### config.mk
export PLATFORM = sky130hd
export DESIGN_NAME = store_buffer
export DESIGN_NICKNAME = d
export VERILOG_FILES = /design/src/rtl/rv32i_types.sv /design/src/rtl/store_buffer_fwd.sv /design/src/rtl/store_buffer.sv
export SDC_FILE = /design/constraint.sdc
export NUM_CORES = 1
export LEC_CHECK = 0
export CAP_MARGIN = 20
export CORE_ASPECT_RATIO = 1.25
export CORE_MARGIN = 10
export CORE_UTILIZATION = 64
export DETAILED_ROUTE_END_ITERATION = 7
export PLACE_DENSITY = 0.88
export SETUP_SLACK_MARGIN = 0.5
export SYNTH_ARGS = -nofsm -noshare
export SYNTH_HDL_FRONTEND = slang
export SYNTH_HIERARCHICAL = 1
export SYNTH_SLANG_ARGS = --single-unit
### constraint.sdc
create_clock -name clk -period 10 [get_ports clk]
set_input_delay 1.5 -clock clk [delete_from_list [all_inputs] [get_ports clk]]
set_output_delay 1.5 -clock clk [all_outputs]
set_load 0.02 [all_outputs]
### src/rtl/rv32i_types.sv
// ============================================================================
// Module      : rv32i_types (package)
// Description : Shared types for the store buffer: the FIFO entry layout and
//               the drain FSM state encoding.
// Revision    : 1.0 - initial release
// ============================================================================
`default_nettype none

package rv32i_types;

    // One committed store: word address plus lane-aligned mask/data.
    typedef struct packed {
        logic        valid;
        logic [29:0] addr;
        logic [3:0]  wmask;
        logic [31:0] wdata;
    } sb_entry_t;

    typedef enum logic [0:0] {
        SB_IDLE  = 1'b0,
        SB_WRITE = 1'b1
    } sb_state_t;

endpackage

`default_nettype wire

### src/rtl/store_buffer_fwd.sv
// ============================================================================
// Module      : store_buffer_fwd
// Description : Combinational store-to-load forwarding. For every byte lane
//               the youngest valid entry matching the load word address and
//               writing that lane supplies the byte.
// Ports       : entries     - store buffer entry array
//               head        - index of the oldest entry
//               count       - number of occupied entries
//               ld_addr     - load byte address
//               ld_fwd_mask - lanes supplied by the buffer
//               ld_fwd_data - forwarded bytes, zero outside the mask
// Revision    : 1.0 - initial release
// ============================================================================
`default_nettype none

module store_buffer_fwd
    import rv32i_types::*;
#(
    parameter int SB_DEPTH = 2
) (
    input  sb_entry_t             entries [2**SB_DEPTH],
    input  logic [SB_DEPTH-1:0]   head,
    input  logic [SB_DEPTH:0]     count,
    input  logic [31:0]           ld_addr,
    output logic [3:0]            ld_fwd_mask,
    output logic [31:0]           ld_fwd_data
);

    localparam int C_NUM_ELEM = 2**SB_DEPTH;

    // Byte offset is irrelevant: forwarding is decided per lane of the word.
    logic w_unused_ld_lsb;
    assign w_unused_ld_lsb = &{1'b0, ld_addr[1:0]};

    logic [SB_DEPTH-1:0] w_idx;
    sb_entry_t           w_ent;

    // Walk oldest to youngest; a later (younger) match overwrites an earlier
    // one, which gives youngest-first priority. Indexing is relative to head
    // and wraps in SB_DEPTH bits, so a tail numerically below head is handled.
    always_comb begin
        ld_fwd_mask = '0;
        ld_fwd_data = '0;
        w_idx       = '0;
        w_ent       = '0;
        for (int k = 0; k < C_NUM_ELEM; k++) begin
            w_idx = head + SB_DEPTH'(k);
            w_ent = entries[w_idx];
            if (((SB_DEPTH+1)'(k) < count) && w_ent.valid && (w_ent.addr == ld_addr[31:2])) begin
                for (int b = 0; b < 4; b++) begin
                    if (w_ent.wmask[b]) begin
                        ld_fwd_mask[b]       = 1'b1;
                        ld_fwd_data[8*b +: 8] = w_ent.wdata[8*b +: 8];
                    end
                end
            end
        end
    end

endmodule

`default_nettype wire

### src/rtl/store_buffer.sv
// ============================================================================
// Module      : store_buffer
// Description : In-order queue of committed stores. Drains one store at a
//               time through an arbitrated dmem write port and forwards
//               pending bytes to the load unit.
// Ports       : clk, rst            - clock, synchronous active-high reset
//               push_*              - committed store from the store RS
//               store_buffer_full   - back-pressure to the store RS pop
//               store_buffer_empty  - no pending stores
//               dmem_req/gnt/resp   - arbitrated write port handshake
//               dmem_addr/wmask/wdata - write command, valid in WRITE only
//               ld_addr, ld_fwd_*   - load forwarding lookup
// Revision    : 1.0 - initial release
// ============================================================================
`default_nettype none

module store_buffer
    import rv32i_types::*;
#(
    parameter int SB_DEPTH = 2
) (
    input  logic        clk,
    input  logic        rst,
    input  logic        push_valid,
    input  logic [31:0] push_addr,
    input  logic [3:0]  push_wmask,
    input  logic [31:0] push_wdata,
    output logic        store_buffer_full,
    output logic        store_buffer_empty,
    output logic        dmem_req,
    input  logic        dmem_gnt,
    output logic [31:0] dmem_addr,
    output logic [3:0]  dmem_wmask,
    output logic [31:0] dmem_wdata,
    input  logic        dmem_resp,
    input  logic [31:0] ld_addr,
    output logic [3:0]  ld_fwd_mask,
    output logic [31:0] ld_fwd_data
);

    localparam int                C_NUM_ELEM   = 2**SB_DEPTH;
    localparam logic [SB_DEPTH:0] C_FULL_COUNT = (SB_DEPTH+1)'(C_NUM_ELEM);

    sb_entry_t           r_entries [C_NUM_ELEM];
    logic [SB_DEPTH-1:0] r_head;
    logic [SB_DEPTH-1:0] r_tail;
    logic [SB_DEPTH:0]   r_count;
    sb_state_t           r_state;
    sb_state_t           w_state_next;
    logic                w_push;
    logic                w_pop;
    sb_entry_t           w_head_ent;

    // Store byte offset is already folded into push_wmask.
    logic w_unused_push_lsb;
    assign w_unused_push_lsb = &{1'b0, push_addr[1:0]};

    assign store_buffer_full  = (r_count == C_FULL_COUNT);
    assign store_buffer_empty = (r_count == '0);
    assign w_push             = push_valid && !store_buffer_full;
    assign w_head_ent         = r_entries[r_head];

    // Storage and pointers. A push never targets the head slot while a write
    // is in flight (count >= 1 and not full), so the drained entry is stable.
    always_ff @(posedge clk) begin
        if (rst) begin
            for (int i = 0; i < C_NUM_ELEM; i++) begin
                r_entries[i] <= '0;
            end
            r_head  <= '0;
            r_tail  <= '0;
            r_count <= '0;
        end else begin
            if (w_pop) begin
                r_entries[r_head].valid <= 1'b0;
                r_head                  <= r_head + 1'b1;
            end
            if (w_push) begin
                r_entries[r_tail] <= '{valid: 1'b1,
                                       addr:  push_addr[31:2],
                                       wmask: push_wmask,
                                       wdata: push_wdata};
                r_tail            <= r_tail + 1'b1;
            end
            r_count <= r_count + (SB_DEPTH+1)'(w_push) - (SB_DEPTH+1)'(w_pop);
        end
    end

    // Drain FSM state register.
    always_ff @(posedge clk) begin
        if (rst) begin
            r_state <= SB_IDLE;
        end else begin
            r_state <= w_state_next;
        end
    end

    // Drain FSM next state and dmem port outputs.
    always_comb begin
        w_state_next = r_state;
        dmem_req     = 1'b0;
        dmem_addr    = '0;
        dmem_wmask   = '0;
        dmem_wdata   = '0;
        w_pop        = 1'b0;
        case (r_state)
            SB_IDLE: begin
                dmem_req = !store_buffer_empty;
                if (!store_buffer_empty && dmem_gnt) begin
                    w_state_next = SB_WRITE;
                end
            end
            SB_WRITE: begin
                dmem_addr  = {w_head_ent.addr, 2'b00};
                dmem_wmask = w_head_ent.wmask;
                dmem_wdata = w_head_ent.wdata;
                if (dmem_resp) begin
                    w_pop        = 1'b1;
                    w_state_next = SB_IDLE;
                end
            end
            default: begin
                w_state_next = SB_IDLE;
            end
        endcase
    end

    // The producer must never pop the store RS while the buffer is full.
    always_ff @(posedge clk) begin
        if (!rst) begin
            assert (!(push_valid && store_buffer_full))
                else $warning("store_buffer: push while full dropped");
        end
    end

    store_buffer_fwd #(
        .SB_DEPTH (SB_DEPTH)
    ) u_fwd (
        .entries     (r_entries),
        .head        (r_head),
        .count       (r_count),
        .ld_addr     (ld_addr),
        .ld_fwd_mask (ld_fwd_mask),
        .ld_fwd_data (ld_fwd_data)
    );

endmodule

`default_nettype wire
==> impl_metrics.env, run 1 <==
export IMPL_status="finished, final reports clean"
export IMPL_core_region_area_um2=34600
export IMPL_dp_cells=2841
export IMPL_drc_errors=0
export IMPL_crit_path_start="r_head[1]"
export IMPL_path_max_fanout=61
export IMPL_start_kind="register"
export IMPL_first_iter_violations=1878
export IMPL_grt_overflow=0
export IMPL_skew_ps=36.6
export IMPL_num_antenna_cells=0
export IMPL_detailedPlacementHpwl_mm=50.5
export IMPL_cts_made_buffers=30
export IMPL_antenna_found_initial=1
export IMPL_setup_viol=0
export IMPL_combPwrFrac_pct=29.6
export IMPL_slew_headroom_pct=19.3
export IMPL_fin_worst_hold_slack_ps=501
export IMPL_cts_setup_buffers=0
export IMPL_die_h_um=230
export IMPL_power_net_switching_mw=1.16
export IMPL_grt_use_total_pct=31.5
export IMPL_cts_root_buf="clkbuf_16"
export IMPL_vdd_drop_max_uv=132
export IMPL_fin_cells=2897
export IMPL_wire_per_inst_um=25.1
export IMPL_fillers=2479
export IMPL_post_cts_resized=0
export IMPL_clock_power_share_pct=33.5
export IMPL_netlist_area_um2=22600
export IMPL_hp_class="reg -> reg"
export IMPL_totalPowerFinal_mw=3.50
export IMPL_portBuffers=205
export IMPL_cap_violations=0
export IMPL_yosysUniqueCellTypes=80
export IMPL_rsz0062_at_grt="false"
export IMPL_hp_start="r_entries[160]"
export IMPL_finalInstanceArea_um2=25300
export IMPL_path_class="reg -> out"
export IMPL_synth_main_ff_cell="dfxtp_1"
export IMPL_h_tree_depth=1
export IMPL_clock_latency_ps=590
export IMPL_ys_async_sr_fraction_pct=0
export IMPL_vias=19430
export IMPL_pwr_density_cell_nw_per_um2=138
export IMPL_cts_clk_slew_worst_paths_ps=60
export IMPL_place_gp_congestion=0.983
export IMPL_p_int_mw=2.34
export IMPL_crit_arrival_ps=6980
export IMPL_yosysWarnings=6
export IMPL_post_cts_hold_buffer_count=0
export IMPL_start_util_pct=65.2
export IMPL_switching_share_pct=33.2
export IMPL_wl_mm=72.7
export IMPL_fp_row_count=76
export IMPL_ys_seq_area_share_pct=24.5
export IMPL_post_place_ws_ps=1920
export IMPL_ant_nets=0
export IMPL_final_core_util_pct=73.1
export IMPL_cts_max_path_buffers=3
export IMPL_area_growth_syn_to_layout_pct=12.0
export IMPL_cts_sinks=276
export IMPL_synth_edff_count=0
export IMPL_endpoint_kind="output port"
export IMPL_r2r_start="r_head[1]"
export IMPL_cts_tree="built"
export IMPL_p_seq_share_pct=37.0
export IMPL_grt_first_pass_wirelength_mm=110
export IMPL_cp_required_ps=8500
export IMPL_fmax_mhz=118
export IMPL_viasPerCell=6.71
export IMPL_layout_nets=2524
export IMPL_slew_viol_final=0
export IMPL_drive_gt1_share_pct=11.9
export IMPL_hold_viol_final=0
export IMPL_tns_ps=0
export IMPL_synth_avg_cell_area_um2=9.58
export IMPL_dr_pass1_iters=6
export IMPL_synth_seq_cells=276
export IMPL_first_global_vias=19149
export IMPL_netlist_instances=2357
export IMPL_fin_ws_ps=1520
export IMPL_p_leak_nw=9.80
export IMPL_tightest_slew_ps=1210
export IMPL_top_level_ports=212
export IMPL_period_share_pct=84.8
export IMPL_dieArea_um2=43200
export IMPL_fin_crit_ps=8480
export IMPL_detailed_place_area_um2=24200
export IMPL_dieWidth_um=188
export IMPL_grt_max_degree=238
-- cell usage after synthesis, types with 17 or more instances --
master     instances  area share, %
a21oi_1           43           0.95
mux2_2           103            5.1
a211o_1           18           0.70
nor2_1            61            1.0
a31oi_1           28           0.78
a2111oi_0         17           0.66
and3_1            17           0.47
o31ai_1           27           0.90
mux4_2            83            8.3
inv_1             22           0.37
dfxtp_1          276             24
xnor2_1          101            3.9
o21ai_0           34           0.75
nor3_1            37           0.82
and2_1            70            1.9
buf_4             19           0.63
nor4_1            23           0.64
a2bb2oi_1         25           0.97
nand2b_1         339            9.4
nand2_1           57           0.95
buf_6             24            1.2
nand3_1           39           0.86
buf_2             53            1.2
clkbuf_1         101            1.7
mux2i_1          514             23
-- cell type report --
class                           instances  area [um^2]  area share [%]
Clock inverter                          8          126           0.500
Tap cell                              468          586            2.32
Multi-Input combinational cell       1842        15700            62.2
Clock buffer                           45          907            3.59
Inverter                               26          103           0.406
Timing Repair Buffer                  232         2300            9.10
Sequential cell                       276         5530            21.9
-- sequential cells by signal, summed over array words and instances, names as in the netlist --
register	flops
r_state	1
r_tail	2
r_entries	268
r_count	3
r_head	2
-- power by group through the flow --
stage                     Combinational, mW  Clock, mW  Sequential [mW]
after floorplan                       0.759          0             1.27
after global placement                0.987          0             1.30
after detailed placement               1.01          0             1.31
after CTS                              1.02       1.18             1.29
after global routing                   1.09       1.23             1.31
final                                  1.04       1.17             1.29
-- cell usage in the layout (no fill, tap or decap), types with 27 or more instances in the layout --
master	n
clkbuf_16	30
nor2_1	61
dfxtp_1	273
and2_1	70
nor3_1	37
clkdlybuf4s50_1	204
nand2b_1	339
nand2_1	57
a31oi_1	28
o21ai_0	34
mux2i_1	514
a21oi_1	43
mux4_2	83
xnor2_1	101
mux2_2	103
nand3_1	38
o31ai_1	27
-- worst max-delay path, stage by stage, from the launching register on --
cell             delay (ps)
dfxtp_4                 940
buf_12                  420
mux2i_1                 800
o21ai_0                 160
nor4_1                  410
o2111ai_1               180
a2111oi_2               840
and3_1                 1020
a2111oi_0               230
or3_1                   370
a2bb2oi_1               310
clkdlybuf4s50_1         680
-- metal layers --
metal	wire length [um]	vias up	GRT usage, %
met5	9	-	0
met4	4000	2	16.0
met3	4990	240	4.78
met2	36300	988	55.6
met1	27400	9514	36.3
li1	-	8686	-
-- logic make-up (layout without fill, tap and decap cells) --
kind of cell	count (synthesis)	in the layout	synth area share, %
AND/OR/NAND/NOR	718	718	18.6
multiplexers	703	703	36.4
AO/OA/AOI/OAI	293	293	9.50
flip-flops	276	276	24.5
buffers and inverters	240	311	5.96
XOR/XNOR	115	115	4.46
adder cells (fa/ha/maj)	11	11	0.643
other	1	2	0.0166
-- worst paths after layout --
path              slack, ps        endpoint  cells past startpoint
setup / recovery       1520  ld_fwd_data[4]                     11
hold / removal          500  r_entries[160]                      2
setup reg to reg       6660       r_head[1]                      6
hold reg to reg         500  r_entries[160]                      2
No activity file was read; power rests on OpenSTA's default activity.
==> inputs of run 2 (changes only) <==
--- a/config.mk
+++ b/config.mk
@@ -8,9 +8,9 @@
 export CAP_MARGIN = 20
 export CORE_ASPECT_RATIO = 1.25
 export CORE_MARGIN = 10
-export CORE_UTILIZATION = 64
+export CORE_UTILIZATION = 59
 export DETAILED_ROUTE_END_ITERATION = 7
-export PLACE_DENSITY = 0.88
+export PLACE_DENSITY = 0.82
 export SETUP_SLACK_MARGIN = 0.5
 export SYNTH_ARGS = -nofsm -noshare
 export SYNTH_HDL_FRONTEND = slang
==> constraint.sdc (replaced) <==
create_clock -name clk -period 8.34 [get_ports clk]
set_input_delay 1.251 -clock clk [delete_from_list [all_inputs] [get_ports clk]]
set_output_delay 1.251 -clock clk [all_outputs]
set_load 0.02 [all_outputs]
==> run 2 against run 1 <==
Effect of this change:
- cell area increased by 0.74%
- largest power group unchanged
- core utilization decreased by 6.1 points
- critical path type unchanged
- hold slack improved by 1.6 ps
==> impl_metrics.env, run 2 (synthesis gave the netlist of run 1 again) <==
export IMPL_top_layer_used="met4"
export IMPL_fillers=3078
export IMPL_mostFrequentLayoutCell="mux2i_1"
export IMPL_worstRegToRegCells=4
export IMPL_layout_common_cells="mux2i_1 (514), nand2b_1 (339), dfxtp_1 (273), clkdlybuf4s50_1 (204), mux2_2 (103)"
export IMPL_tightest_slew_ps=1130
export IMPL_clock_latency_ps=590
export IMPL_fin_crit_ps=7510
export IMPL_place_gp_congestion=1.03
export IMPL_period_share_pct=90.0
export IMPL_h_tree_depth=1
export IMPL_crit_arrival_ps=6260
export IMPL_antenna_found_initial=1
export IMPL_cp_required_ps=7090
export IMPL_cts_made_buffers=30
export IMPL_met1_length_mm=28.1
export IMPL_fp_row_count=80
export IMPL_path_class="reg -> out"
export IMPL_area_growth_syn_to_layout_pct=12.8
export IMPL_vias=19310
export IMPL_worstPathCellList="buf_12, mux2i_1, o32ai_1, nor4_1, o2111ai_1, a2111oi_2, buf_4, nand3_1, o2111ai_1, o21ai_0, a2bb2oi_1, clkdlybuf4s50_1"
export IMPL_fmax_mhz=133
export IMPL_grt_max_degree=189
export IMPL_p_seq_share_pct=36.1
export IMPL_cap_violations=0
export IMPL_hold_viol_final=0
export IMPL_cp_common_cell="o2111ai_1"
export IMPL_setup_viol=0
export IMPL_drc_errors=0
export IMPL_wl_met2_mm=36.4
export IMPL_largest_registers="r_entries: 268 flops, r_count: 3 flops"
export IMPL_fin_ws_ps=832
export IMPL_wl_mm=73.3
export IMPL_grt_first_pass_wirelength_mm=112
export IMPL_wire_per_inst_um=25.0
export IMPL_slew_headroom_pct=24.9
export IMPL_portBuffers=205
export IMPL_cts_clk_slew_worst_paths_ps=60
export IMPL_top_register="r_entries"
export IMPL_viasPerCell=6.59
export IMPL_cts_setup_buffers=0
export IMPL_start_util_pct=59.4
export IMPL_cts_max_path_buffers=3
export IMPL_combPwrFrac_pct=28.1
export IMPL_cts_root_buf="clkbuf_16"
export IMPL_grt_overflow=0
export IMPL_top_level_ports=212
export IMPL_cp_slowest_cell="dfxtp_4"
export IMPL_p_int_mw=2.94
export IMPL_dieArea_um2=46500
export IMPL_switching_share_pct=32.5
export IMPL_power_net_switching_mw=1.42
export IMPL_drive_gt1_share_pct=12.3
export IMPL_detailedPlacementHpwl_mm=50.7
export IMPL_die_h_um=239
export IMPL_rsz0062_at_grt="false"
export IMPL_post_cts_hold_buffer_count=0
export IMPL_first_global_vias=19048
export IMPL_dieWidth_um=195
export IMPL_vdd_drop_max_uv=169
export IMPL_cpPeakStageDelay_ps=930
export IMPL_post_cts_resized=0
export IMPL_grt_use_total_pct=29.6
export IMPL_post_place_ws_ps=1340
export IMPL_slew_viol_final=0
export IMPL_start_kind="register"
export IMPL_layout_nets=2531
export IMPL_wl_met3_mm=4.85
export IMPL_ant_nets=0
export IMPL_clock_power_share_pct=35.9
export IMPL_dr_pass1_iters=5
export IMPL_p_leak_nw=9.88
export IMPL_cts_tree="built"
export IMPL_first_iter_violations=1827
export IMPL_path_max_fanout=54
export IMPL_min_delay_path_depth=2
export IMPL_hp_class="reg -> reg"
export IMPL_largest_reg_flops=268
export IMPL_cts_sinks=276
export IMPL_endpoint_kind="output port"
export IMPL_status="finished, final reports clean"
export IMPL_skew_ps=15.1
export IMPL_core_region_area_um2=38000
export IMPL_pwr_density_cell_nw_per_um2=171
export IMPL_tns_ps=0
## run 2: changes by cell type in the layout (fill, tap and decap cells not counted), sizes merged
| cell | before | now |
|---|---|---|
| clkinv | 8 | 9 |
| buf | 28 | 35 |
| clkbuf | 45 | 40 |
| diode | 0 | 1 |
| bufinv | 3 | 8 |
| clkinvlp | 0 | 2 |
## run 2: path summary, 6_finish.rpt
kind                    endpoint            from  slack [ps]
setup / recovery  ld_fwd_data[6]       r_head[1]         830
hold / removal    r_entries[214]  r_entries[214]         500
setup reg to reg  r_entries[115]      r_count[2]        5340
hold reg to reg   r_entries[214]  r_entries[214]         500
## run 2: per-stage QoR
| stage | hold slack (ps) | instances | util (%) | instance area (um^2) | power [mW] |
|---|---|---|---|---|---|
| 6_report | 503 | 2932 | 67.0 | 25500 | 4.36 |
| 5_1_grt | 528 | 2932 | 67.0 | 25500 | 4.50 |
| 4_1_cts | 504 | 2928 | 66.9 | 25500 | 4.35 |
| 3_5_place_dp | 492 | 2872 | 63.9 | 24300 | 2.80 |
| 3_3_place_gp | 480 | 2872 | 63.9 | 24300 | 2.76 |
| 2_1_floorplan | 458 | 2358 | - | 22600 | 2.44 |
## run 2: power by group through the flow
stage	logic (mW)	clock network, mW	registers [mW]
final	1.22	1.56	1.57
after global routing	1.29	1.63	1.59
after CTS	1.21	1.57	1.57
after detailed placement	1.20	0	1.60
after global placement	1.17	0	1.59
after floorplan	0.910	0	1.53
## run 2: final cells by class
class	count	area [um^2]	share of cell area, %
well taps	492	616	2.42
diodes	1	2.50	0.00982
inverters	26	103	0.403
flip-flops and latches	276	5530	21.7
clock inverters	16	285	1.12
clock buffers	40	870	3.41
repair buffers	239	2330	9.16
multi-input cells	1842	15700	61.8
## run 2: critical path: cells and delay by family (launching register included)
| kind | cells | cell delay (ps) |
|---|---|---|
| AO/OA/AOI/OAI | 6 | 2070 |
| buffers and inverters | 3 | 1300 |
| multiplexers | 1 | 490 |
| flip-flops | 1 | 930 |
| AND/OR/NAND/NOR | 2 | 830 |
## run 2: layer usage
layer	track usage, %	up-vias
li1	-	8716
met3	3.91	190
met1	34.5	9527
met2	52.4	877
met5	0	-
met4	14.4	0
==> inputs of run 3 (changes only) <==
--- a/config.mk
+++ b/config.mk
@@ -6,12 +6,14 @@
 export NUM_CORES = 1
 export LEC_CHECK = 0
 export CAP_MARGIN = 20
+export CELL_PAD_IN_SITES_DETAIL_PLACEMENT = 2
+export CELL_PAD_IN_SITES_GLOBAL_PLACEMENT = 2
 export CORE_ASPECT_RATIO = 1.25
 export CORE_MARGIN = 10
-export CORE_UTILIZATION = 59
+export CORE_UTILIZATION = 38
+export CTS_CLUSTER_SIZE = 30
 export DETAILED_ROUTE_END_ITERATION = 7
-export PLACE_DENSITY = 0.82
-export SETUP_SLACK_MARGIN = 0.5
+export PLACE_DENSITY_LB_ADDON = 0.1
 export SYNTH_ARGS = -nofsm -noshare
 export SYNTH_HDL_FRONTEND = slang
 export SYNTH_HIERARCHICAL = 1
==> run 3 against run 2 <==
Effect of this change:
- cell count up 9.9%
- cell area up 2.0%
- clock-buffer cell count up 11
- total power up 2.5%
- largest power group is now the clock network
- non-clock buffer count up 19
- critical endpoint is now ld_fwd_data[22]
- via count down 1.1%
- largest cell class unchanged
- critical path type unchanged
- routed wire length up 24%
==> impl_metrics.env, run 3 (synthesis gave the netlist of run 1 again) <==
export IMPL_status="finished, final reports clean"
export IMPL_dieWidth_um=238
export IMPL_dr_pass1_iters=4
export IMPL_finalInstanceArea_um2=26000
export IMPL_grt_max_degree=170
export IMPL_p_seq_share_pct=35.0
export IMPL_pwr_density_cell_nw_per_um2=172
export IMPL_path_max_fanout=34
export IMPL_tightest_slew_ps=1090
export IMPL_cts_max_path_buffers=3
export IMPL_largest_reg_flops=268
export IMPL_die_h_um=293
export IMPL_hold_viol_final=0
export IMPL_slew_viol_final=0
export IMPL_antenna_found_initial=3
export IMPL_cts_clk_slew_worst_paths_ps=60
export IMPL_p_leak_nw=9.99
export IMPL_cts_sinks=276
export IMPL_power_net_switching_mw=1.55
export IMPL_combPwrFrac_pct=29.0
export IMPL_drc_errors=0
export IMPL_dp_cells=3159
export IMPL_fin_crit_ps=7640
export IMPL_wire_per_inst_um=28.2
export IMPL_cts_tree="built"
export IMPL_portBuffers=205
export IMPL_period_share_pct=91.7
export IMPL_setup_viol=0
export IMPL_rsz0062_at_grt="false"
export IMPL_largest_registers="r_entries: 268 flops, r_count: 3 flops"
export IMPL_start_util_pct=38.5
export IMPL_viasPerCell=5.93
export IMPL_grt_use_total_pct=25.5
export IMPL_hp_class="reg -> reg"
export IMPL_ant_nets=0
export IMPL_cp_required_ps=7090
export IMPL_tns_ps=0
export IMPL_slew_headroom_pct=25.6
export IMPL_layout_nets=2556
export IMPL_num_antenna_cells=0
export IMPL_fin_worst_hold_slack_ps=506
export IMPL_dieArea_um2=69600
export IMPL_crit_arrival_ps=6390
export IMPL_cts_made_buffers=36
export IMPL_first_iter_violations=898
export IMPL_core_region_area_um2=58600
export IMPL_vdd_drop_max_uv=109
export IMPL_fin_cells=3223
export IMPL_path_class="reg -> out"
export IMPL_fp_row_count=99
export IMPL_detailedPlacementHpwl_mm=64.4
export IMPL_endpoint_kind="output port"
export IMPL_layout_common_cells="mux2i_1 (513), nand2b_1 (339), dfxtp_1 (273), clkdlybuf4s50_1 (204), mux2_2 (103)"
export IMPL_start_kind="register"
export IMPL_cts_setup_buffers=0
export IMPL_drive_gt1_share_pct=13.2
export IMPL_area_growth_syn_to_layout_pct=15.1
export IMPL_wl_mm=90.9
export IMPL_totalPowerFinal_mw=4.47
export IMPL_worstPathCellList="mux2i_1, o22ai_1, nor4_1, o2111ai_1, a2111oi_2, nand3_1, o2111ai_1, o21ai_0, a2bb2oi_1, clkdlybuf4s50_1"
export IMPL_mostFrequentLayoutCell="mux2i_1"
export IMPL_vias=19101
export IMPL_grt_first_pass_wirelength_mm=137
export IMPL_cts_root_buf="clkbuf_16"
export IMPL_cap_violations=0
export IMPL_clock_latency_ps=570
export IMPL_top_register="r_entries"
export IMPL_clock_power_share_pct=36.0
export IMPL_cp_slowest_cell="o2111ai_1"
export IMPL_post_cts_hold_buffer_count=0
export IMPL_top_level_ports=212
export IMPL_h_tree_depth=2
export IMPL_detailed_place_area_um2=24800
export IMPL_grt_overflow=0
export IMPL_skew_ps=20.4
export IMPL_first_global_vias=21373
export IMPL_post_cts_resized=0
export IMPL_fmax_mhz=131
export IMPL_cpPeakStageDelay_ps=790
export IMPL_cp_common_cell="o2111ai_1"
export IMPL_place_gp_congestion=0.922
export IMPL_p_int_mw=2.92
export IMPL_switching_share_pct=34.7
[run 3: power by group through the flow]
stage / Clock (mW) / Combinational (mW) / Sequential [mW]
after floorplan: 0 / 0.910 / 1.53
after global placement: 0 / 1.26 / 1.58
after detailed placement: 0 / 1.30 / 1.59
after CTS: 1.66 / 1.31 / 1.56
after global routing: 1.70 / 1.39 / 1.58
final: 1.61 / 1.30 / 1.56
[run 3: routing by layer]
layer  global-route usage [%]  vias to the layer above  share of wire [%]
met1                     27.8                     9861                 39
met2                     47.8                      334                 53
met4                     11.2                        2                4.5
li1                         -                     8756                  -
met3                     3.51                      148                3.2
met5                        0                        -              0.014
[run 3: stage by stage]
| stage | utilization [%] | setup WS, ps |
|---|---|---|
| floorplan | - | 3220 |
| global placement | 42.3 | 976 |
| detailed placement | 42.3 | 991 |
| CTS | 44.4 | 759 |
| global route | 44.4 | 457 |
| finish | 44.4 | 696 |
[run 3: area by class of cell]
type	count	area (um^2)
multi-input combinational	1842	15700
timing repair buffer	258	2470
fill	6278	32600
clock buffer	51	1060
tap	757	947
inverter	26	103
sequential	276	5530
clock inverter	13	136
[run 3: path summary, 6_finish.rpt]
check / cells after the start / from / endpoint / slack, ps
setup / recovery: 10 / r_head[1] / ld_fwd_data[22] / 700
hold / removal: 2 / r_entries[140] / r_entries[140] / 510
setup reg to reg: 4 / r_count[2] / r_entries[83] / 5180
hold reg to reg: 2 / r_entries[140] / r_entries[140] / 510
[run 3: worst max-delay path, delay by kind of cell, from the launching register on]
| family | cells | cell delay (ps) |
|---|---|---|
| muxes | 1 | 730 |
| and+or+nand+nor | 2 | 1130 |
| DFF | 1 | 760 |
| AOI/OAI and AO/OA | 6 | 2500 |
| buffers and inverters | 1 | 680 |
